## config.mk

```make
export PLATFORM = sky130hd
export DESIGN_NAME = flash_spi_responder
export DESIGN_NICKNAME = d
export VERILOG_FILES = /design/src/rtl/flash_pkg.sv /design/src/rtl/spi_clk_gen.sv /design/src/rtl/flash_spi_responder.sv
export SDC_FILE = /design/constraint.sdc
export NUM_CORES = 1
export LEC_CHECK = 0
export ABC_CLOCK_PERIOD_IN_PS = 6700
export BUFFER_PORTS_ARGS = -buffer_cell sky130_fd_sc_hd__buf_2
export CAP_MARGIN = 15
export CORE_ASPECT_RATIO = 1.2
export CORE_MARGIN = 2
export CORE_UTILIZATION = 55
export CTS_BUF_LIST = sky130_fd_sc_hd__clkbuf_4 sky130_fd_sc_hd__clkbuf_8 sky130_fd_sc_hd__clkbuf_16
export DETAILED_ROUTE_END_ITERATION = 8
export PLACE_DENSITY = 0.76
export SYNTH_ARGS = -nofsm -noshare
export SYNTH_HDL_FRONTEND = slang
export SYNTH_SLANG_ARGS = --single-unit
```

## constraint.sdc

```tcl
create_clock -name fetch_clock -period 6.7 [get_ports fetch_clock]
set_input_delay 0.335 -clock fetch_clock [delete_from_list [all_inputs] [get_ports fetch_clock]]
set_output_delay 0.335 -clock fetch_clock [all_outputs]
set_load 0.05 [all_outputs]
```

## src/rtl/flash_pkg.sv

```systemverilog
// Shared definitions for the SPI flash read responder: FSM states, flash
// command opcodes and the fast-read dummy clock count.
package flash_pkg;

  typedef enum logic [2:0] {
    IDLE,
    CMD,
    ADDR,
    DUMMY,
    DATA,
    DONE,
    CS_HOLD
  } flash_state_t;

  localparam logic [7:0] CMD_READ      = 8'h03;
  localparam logic [7:0] CMD_FAST_READ = 8'h0B;
  localparam logic [4:0] DUMMY_CLKS    = 5'd8;

endpackage

```

## src/rtl/spi_clk_gen.sv

```systemverilog
// SPI mode-0 clock generator: half-period of CLK_DIV system cycles, with
// one-cycle strobes marking the system edge on which sclk rises or falls.
module spi_clk_gen #(
  parameter int CLK_DIV = 2
) (
  input  logic i_clk,
  input  logic i_rst_n,
  input  logic i_run,
  output logic o_sclk,
  output logic o_rise,
  output logic o_fall
);

  localparam logic [7:0] DIV_LAST = 8'(CLK_DIV - 1);

  logic [7:0] r_cnt;
  logic       r_sclk;
  logic       w_edge;

  assign w_edge = i_run && (r_cnt == DIV_LAST);
  assign o_rise = w_edge && !r_sclk;
  assign o_fall = w_edge && r_sclk;
  assign o_sclk = r_sclk;

  // Dropping run parks the clock low and restarts the half-period count.
  always_ff @(posedge i_clk or negedge i_rst_n) begin
    if (!i_rst_n) begin
      r_cnt  <= '0;
      r_sclk <= 1'b0;
    end else if (!i_run) begin
      r_cnt  <= '0;
      r_sclk <= 1'b0;
    end else if (r_cnt == DIV_LAST) begin
      r_cnt  <= '0;
      r_sclk <= ~r_sclk;
    end else begin
      r_cnt <= r_cnt + 8'd1;
    end
  end

endmodule

```

## src/rtl/flash_spi_responder.sv

```systemverilog
// Avalon-MM read slave that fetches one 32-bit word per request from a SPI
// flash. Define FLASH_FAST_READ_EN to use command 0x0B with 8 dummy clocks.
module flash_spi_responder
  import flash_pkg::*;
#(
  parameter int CLK_DIV = 2
) (
  input  logic        fetch_clock,
  input  logic        reset_n,
  input  logic        flash_mem_read,
  input  logic [22:0] flash_mem_address,
  output logic        flash_mem_waitrequest,
  output logic [31:0] flash_mem_readdata,
  output logic        flash_mem_readdatavalid,
  output logic        spi_cs_n,
  output logic        spi_sclk,
  output logic        spi_mosi,
  input  logic        spi_miso
);

`ifdef FLASH_FAST_READ_EN
  localparam logic [7:0]   READ_CMD   = CMD_FAST_READ;
  localparam flash_state_t AFTER_ADDR = DUMMY;
`else
  localparam logic [7:0]   READ_CMD   = CMD_READ;
  localparam flash_state_t AFTER_ADDR = DATA;
`endif

  localparam logic [8:0] HOLD_LAST = 9'(2 * CLK_DIV - 1);

  flash_state_t r_state;
  logic         r_wait;
  logic         r_valid;
  logic         r_cs_n;
  logic [31:0]  r_rdata;
  logic [31:0]  r_tx;
  logic [31:0]  r_rx;
  logic [4:0]   r_bitcnt;
  logic [8:0]   r_hold;

  logic         w_run;
  logic         w_rise;
  logic         w_fall;
  logic         w_accept;
  logic [23:0]  w_byte_addr;
  logic         w_unused_addr_msb;

  // The byte address is 24 bits; the word address MSB falls off the top.
  assign w_byte_addr       = {flash_mem_address[21:0], 2'b00};
  assign w_unused_addr_msb = flash_mem_address[22];

  assign w_accept = (r_state == IDLE) && flash_mem_read && !r_wait;
  assign w_run    = !r_cs_n && (r_state inside {CMD, ADDR, DUMMY, DATA});

  spi_clk_gen #(
    .CLK_DIV (CLK_DIV)
  ) u_clk_gen (
    .i_clk   (fetch_clock),
    .i_rst_n (reset_n),
    .i_run   (w_run),
    .o_sclk  (spi_sclk),
    .o_rise  (w_rise),
    .o_fall  (w_fall)
  );

  always_ff @(posedge fetch_clock or negedge reset_n) begin
    if (!reset_n) begin
      r_state  <= IDLE;
      r_wait   <= 1'b1;
      r_valid  <= 1'b0;
      r_cs_n   <= 1'b1;
      r_rdata  <= '0;
      r_tx     <= '0;
      r_rx     <= '0;
      r_bitcnt <= '0;
      r_hold   <= '0;
    end else begin
      r_valid <= 1'b0;
      // Command and address share one shifter; it drains to zero for the tail.
      if (w_fall) begin
        r_tx     <= {r_tx[30:0], 1'b0};
        r_bitcnt <= r_bitcnt + 5'd1;
      end
      if (w_rise && (r_state == DATA))
        r_rx <= {r_rx[30:0], spi_miso};

      case (r_state)
        IDLE: begin
          if (w_accept) begin
            r_state  <= CMD;
            r_wait   <= 1'b1;
            r_cs_n   <= 1'b0;
            r_tx     <= {READ_CMD, w_byte_addr};
            r_bitcnt <= '0;
          end else begin
            r_wait <= 1'b0;
          end
        end
        CMD: begin
          if (w_fall && (r_bitcnt == 5'd7)) begin
            r_state  <= ADDR;
            r_bitcnt <= '0;
          end
        end
        ADDR: begin
          if (w_fall && (r_bitcnt == 5'd23)) begin
            r_state  <= AFTER_ADDR;
            r_bitcnt <= '0;
          end
        end
        DUMMY: begin
          if (w_fall && (r_bitcnt == DUMMY_CLKS - 5'd1)) begin
            r_state  <= DATA;
            r_bitcnt <= '0;
          end
        end
        DATA: begin
          if (w_fall && (r_bitcnt == 5'd31)) begin
            r_state  <= DONE;
            r_bitcnt <= '0;
          end
        end
        DONE: begin
          // First byte off the wire lands in the low byte of the word.
          r_rdata <= {r_rx[7:0], r_rx[15:8], r_rx[23:16], r_rx[31:24]};
          r_valid <= 1'b1;
          r_cs_n  <= 1'b1;
          r_hold  <= '0;
          r_state <= CS_HOLD;
        end
        CS_HOLD: begin
          if (r_hold == HOLD_LAST) begin
            r_state <= IDLE;
            r_wait  <= 1'b0;
          end else begin
            r_hold <= r_hold + 9'd1;
          end
        end
        default: r_state <= IDLE;
      endcase
    end
  end

  assign flash_mem_waitrequest   = r_wait;
  assign flash_mem_readdata      = r_rdata;
  assign flash_mem_readdatavalid = r_valid;
  assign spi_cs_n                = r_cs_n;
  assign spi_mosi                = r_tx[31];

endmodule

```

==> impl_metrics.ini <==
[clocking]
clock_latency_ps = 410
htreeDepth = 4
cts_resized = 0
cts_tree = done
root_buffer = clkbuf_16
clockBufferDepth = 2
clkSinkCount = 125
cts.clk_slew.worst_paths_ps = 60
cts_buffers = 17

[grt]
grt_pass1_vias = 3936
grt_pass1_wl_um = 18100
overflow = 0
antenna_found_initial = 0
grt_use_total_pct = 21.4
grt_max_degree = 77

[synthesis]
ys_warn_count = 0
ys_types = 52
async_flop_share_pct = 100
synth-edff-count = 0
ys_seq_area_share_pct = 56.3
syn_avg_cell_area_um2 = 10.3
mappedNetlistArea_um2 = 5560
synth_fp_nets = 573
synth_cells = 541
ys.flop_type = dfrtp_1
ys_seq_elements = 125

[route]
routed_wirelength_um = 10700
dr.first_iter.drc_count = 235
drc = 0
drt_first_pass_iters = 4
vias = 4025
ant_nets = 0
wl_per_cell_um = 14.5
vias_per_cell = 5.47

[hold_path]
hp-class = in2reg

[floorplan]
io_pins = 64
start_util_pct = 56.1
coreArea_um2 = 9910
die_height_um = 114
die_x_um = 95.8
num_rows = 40
die_area_um2 = 10900

[placed_design]
gp_congestion = 0.754
port_buffers = 62
hpwl_um = 6360

[sta]
post-route-period-util_pct = 45.5
skew_ps = 8.94
maxSlewHeadroom_pct = 28.6
worst_slew_pin_slew_ps = 1070
maxSlewViolCount = 0
max_freq_mhz = 328
finalCriticalPeriod_ps = 3050
rsz0062_at_grt = false
hold_viol = 0
final-setup-viol-count = 0
setup-tns-final_ps = 0

[critical_path]
critical_path_class = reg2reg
end_kind = register
worstPathMaxFanout = 32
required_ps = 6990
critPathLaunchType = register
worstPathArrival_ps = 3340

[layout]
areaGrowthSynthToFinish_pct = 17.6
fin_nets = 629
drive_above_1_share_pct = 23.1
diodes = 0

[pwr]
peakVddDrop_uv = 225
power.density_nw_per_um2 = 387
power_leakage_uw = 0.00333
power_uw = 2530

[run_status]
outcome = completed

[flow_run]
drv_cap = 0
## report_power, final
group	internal (uW)	switching [uW]	total, uW
combinational	194	325	518
sequential	888	137	1030
clock	665	322	987
total	1750	784	2530
## stage by stage
stage | setup WS, ps | cell area, um2 | util [%] | hold WS (ps) | cells
after floorplan | 4440 | 5560 | - | 39.4 | 541
after global routing | 3510 | 6540 | 66.0 | 167 | 736
final | 3650 | 6540 | 66.0 | 175 | 736
after global placement | 3770 | 5880 | 59.3 | 401 | 703
after CTS | 3640 | 6540 | 66.0 | 163 | 736
after detailed placement | 3720 | 5880 | 59.3 | 405 | 703
## layout make-up
cell class              count  area (um2)
multi-input cells         382        2230
clock inverters            10         160
fillers                   743        3370
clock buffers              22         488
flip-flops and latches    125        3130
inverters                   4        15.0
well taps                 126         158
repair buffers             67         353
## routing by layer
metal | track usage, % | wire length [um] | vias to the layer above
li1 | - | - | 1922
met4 | 7.05 | 114 | 0
met2 | 34.5 | 5410 | 101
met5 | 0 | 0 | -
met1 | 27.6 | 4700 | 1985
met3 | 6.45 | 480 | 17
## critical path, cell delays in order, from the launching register on
cell and delay, ps:
dfrtp_1 420, inv_1 70, ha_1 120, or4b_4 500
nor4_4 340, and4_2 1040, mux2_2 420
## synthesized netlist by cell type, types with 5 or more instances
master    instances  share of area, %
dfrtp_1         123                55
and3_1            5              0.56
clkbuf_1         18               1.2
mux2_4           30               8.1
o21ai_0           5              0.45
nor2_1           48               3.2
xnor2_1           5              0.79
nor3_1            7              0.63
nand2_1         175                12
xor2_1            9               1.4
ha_1              5               1.1
nand3_1          15               1.4
a31oi_1          24               2.7
a21oi_1          13               1.2
## layout by cell type, fill, tap and decap left out, types with 2 or more instances in the layout
cell type and count:
a21oi_1 13, a22o_1 2, a22oi_1 2, a31oi_1 24
and3_1 5, buf_2 61, buf_4 5, bufinv_16 4
clkbuf_16 17, clkbuf_8 4, clkinv_2 3, clkinv_4 2
dfrtp_1 123, dfstp_2 2, ha_1 5, inv_1 3
mux2_2 3, mux2_4 30, nand2_1 175, nand2b_1 3
nand3_1 15, nor2_1 48, nor3_1 7, nor4b_1 2
o21a_1 2, o21ai_0 5, o21ba_2 2, o2bb2ai_1 3
xnor2_1 5, xor2_1 9
## final timing paths
kind | slack (ps) | to | startpoint | cells past startpoint
max | 3650 | r_rx[23] | u_clk_gen.r_cnt[1] | 6
min | 170 | r_rx[0] | spi_miso | 2
max reg2reg | 3650 | r_rx[23] | u_clk_gen.r_cnt[1] | 6
min reg2reg | 470 | flash_mem_readdata[11] | flash_mem_readdata[11] | 2
max in group asynchronous | 4810 | r_rx[9] | reset_n | 3
min in group asynchronous | 490 | flash_mem_readdata[6] | reset_n | 2
## flip-flops by register name (all words and copies together), names as in the netlist, 3 cells and up
| name | cells |
|---|---|
| flash_mem_readdata | 32 |
| r_rx | 32 |
| r_bitcnt | 5 |
| r_state | 3 |
| r_hold | 9 |
| r_tx | 32 |
| u_clk_gen.r_cnt | 8 |
## cell families after synthesis
logic type,count (synthesis),synth area share [%]
compound gates,60,7.41
simple gates,270,20.7
xor+xnor,14,2.21
flops,125,56.3
mux,33,8.71
buf+inv,34,3.49
fa+ha+maj,5,1.13
## timing repair
action / in CTS / in global routing
endpoints found under the hold margin: 47 / 0
buffers inserted: 0 / 0
hold buffers: 1 / 0
(Power assumes the default switching activity.)
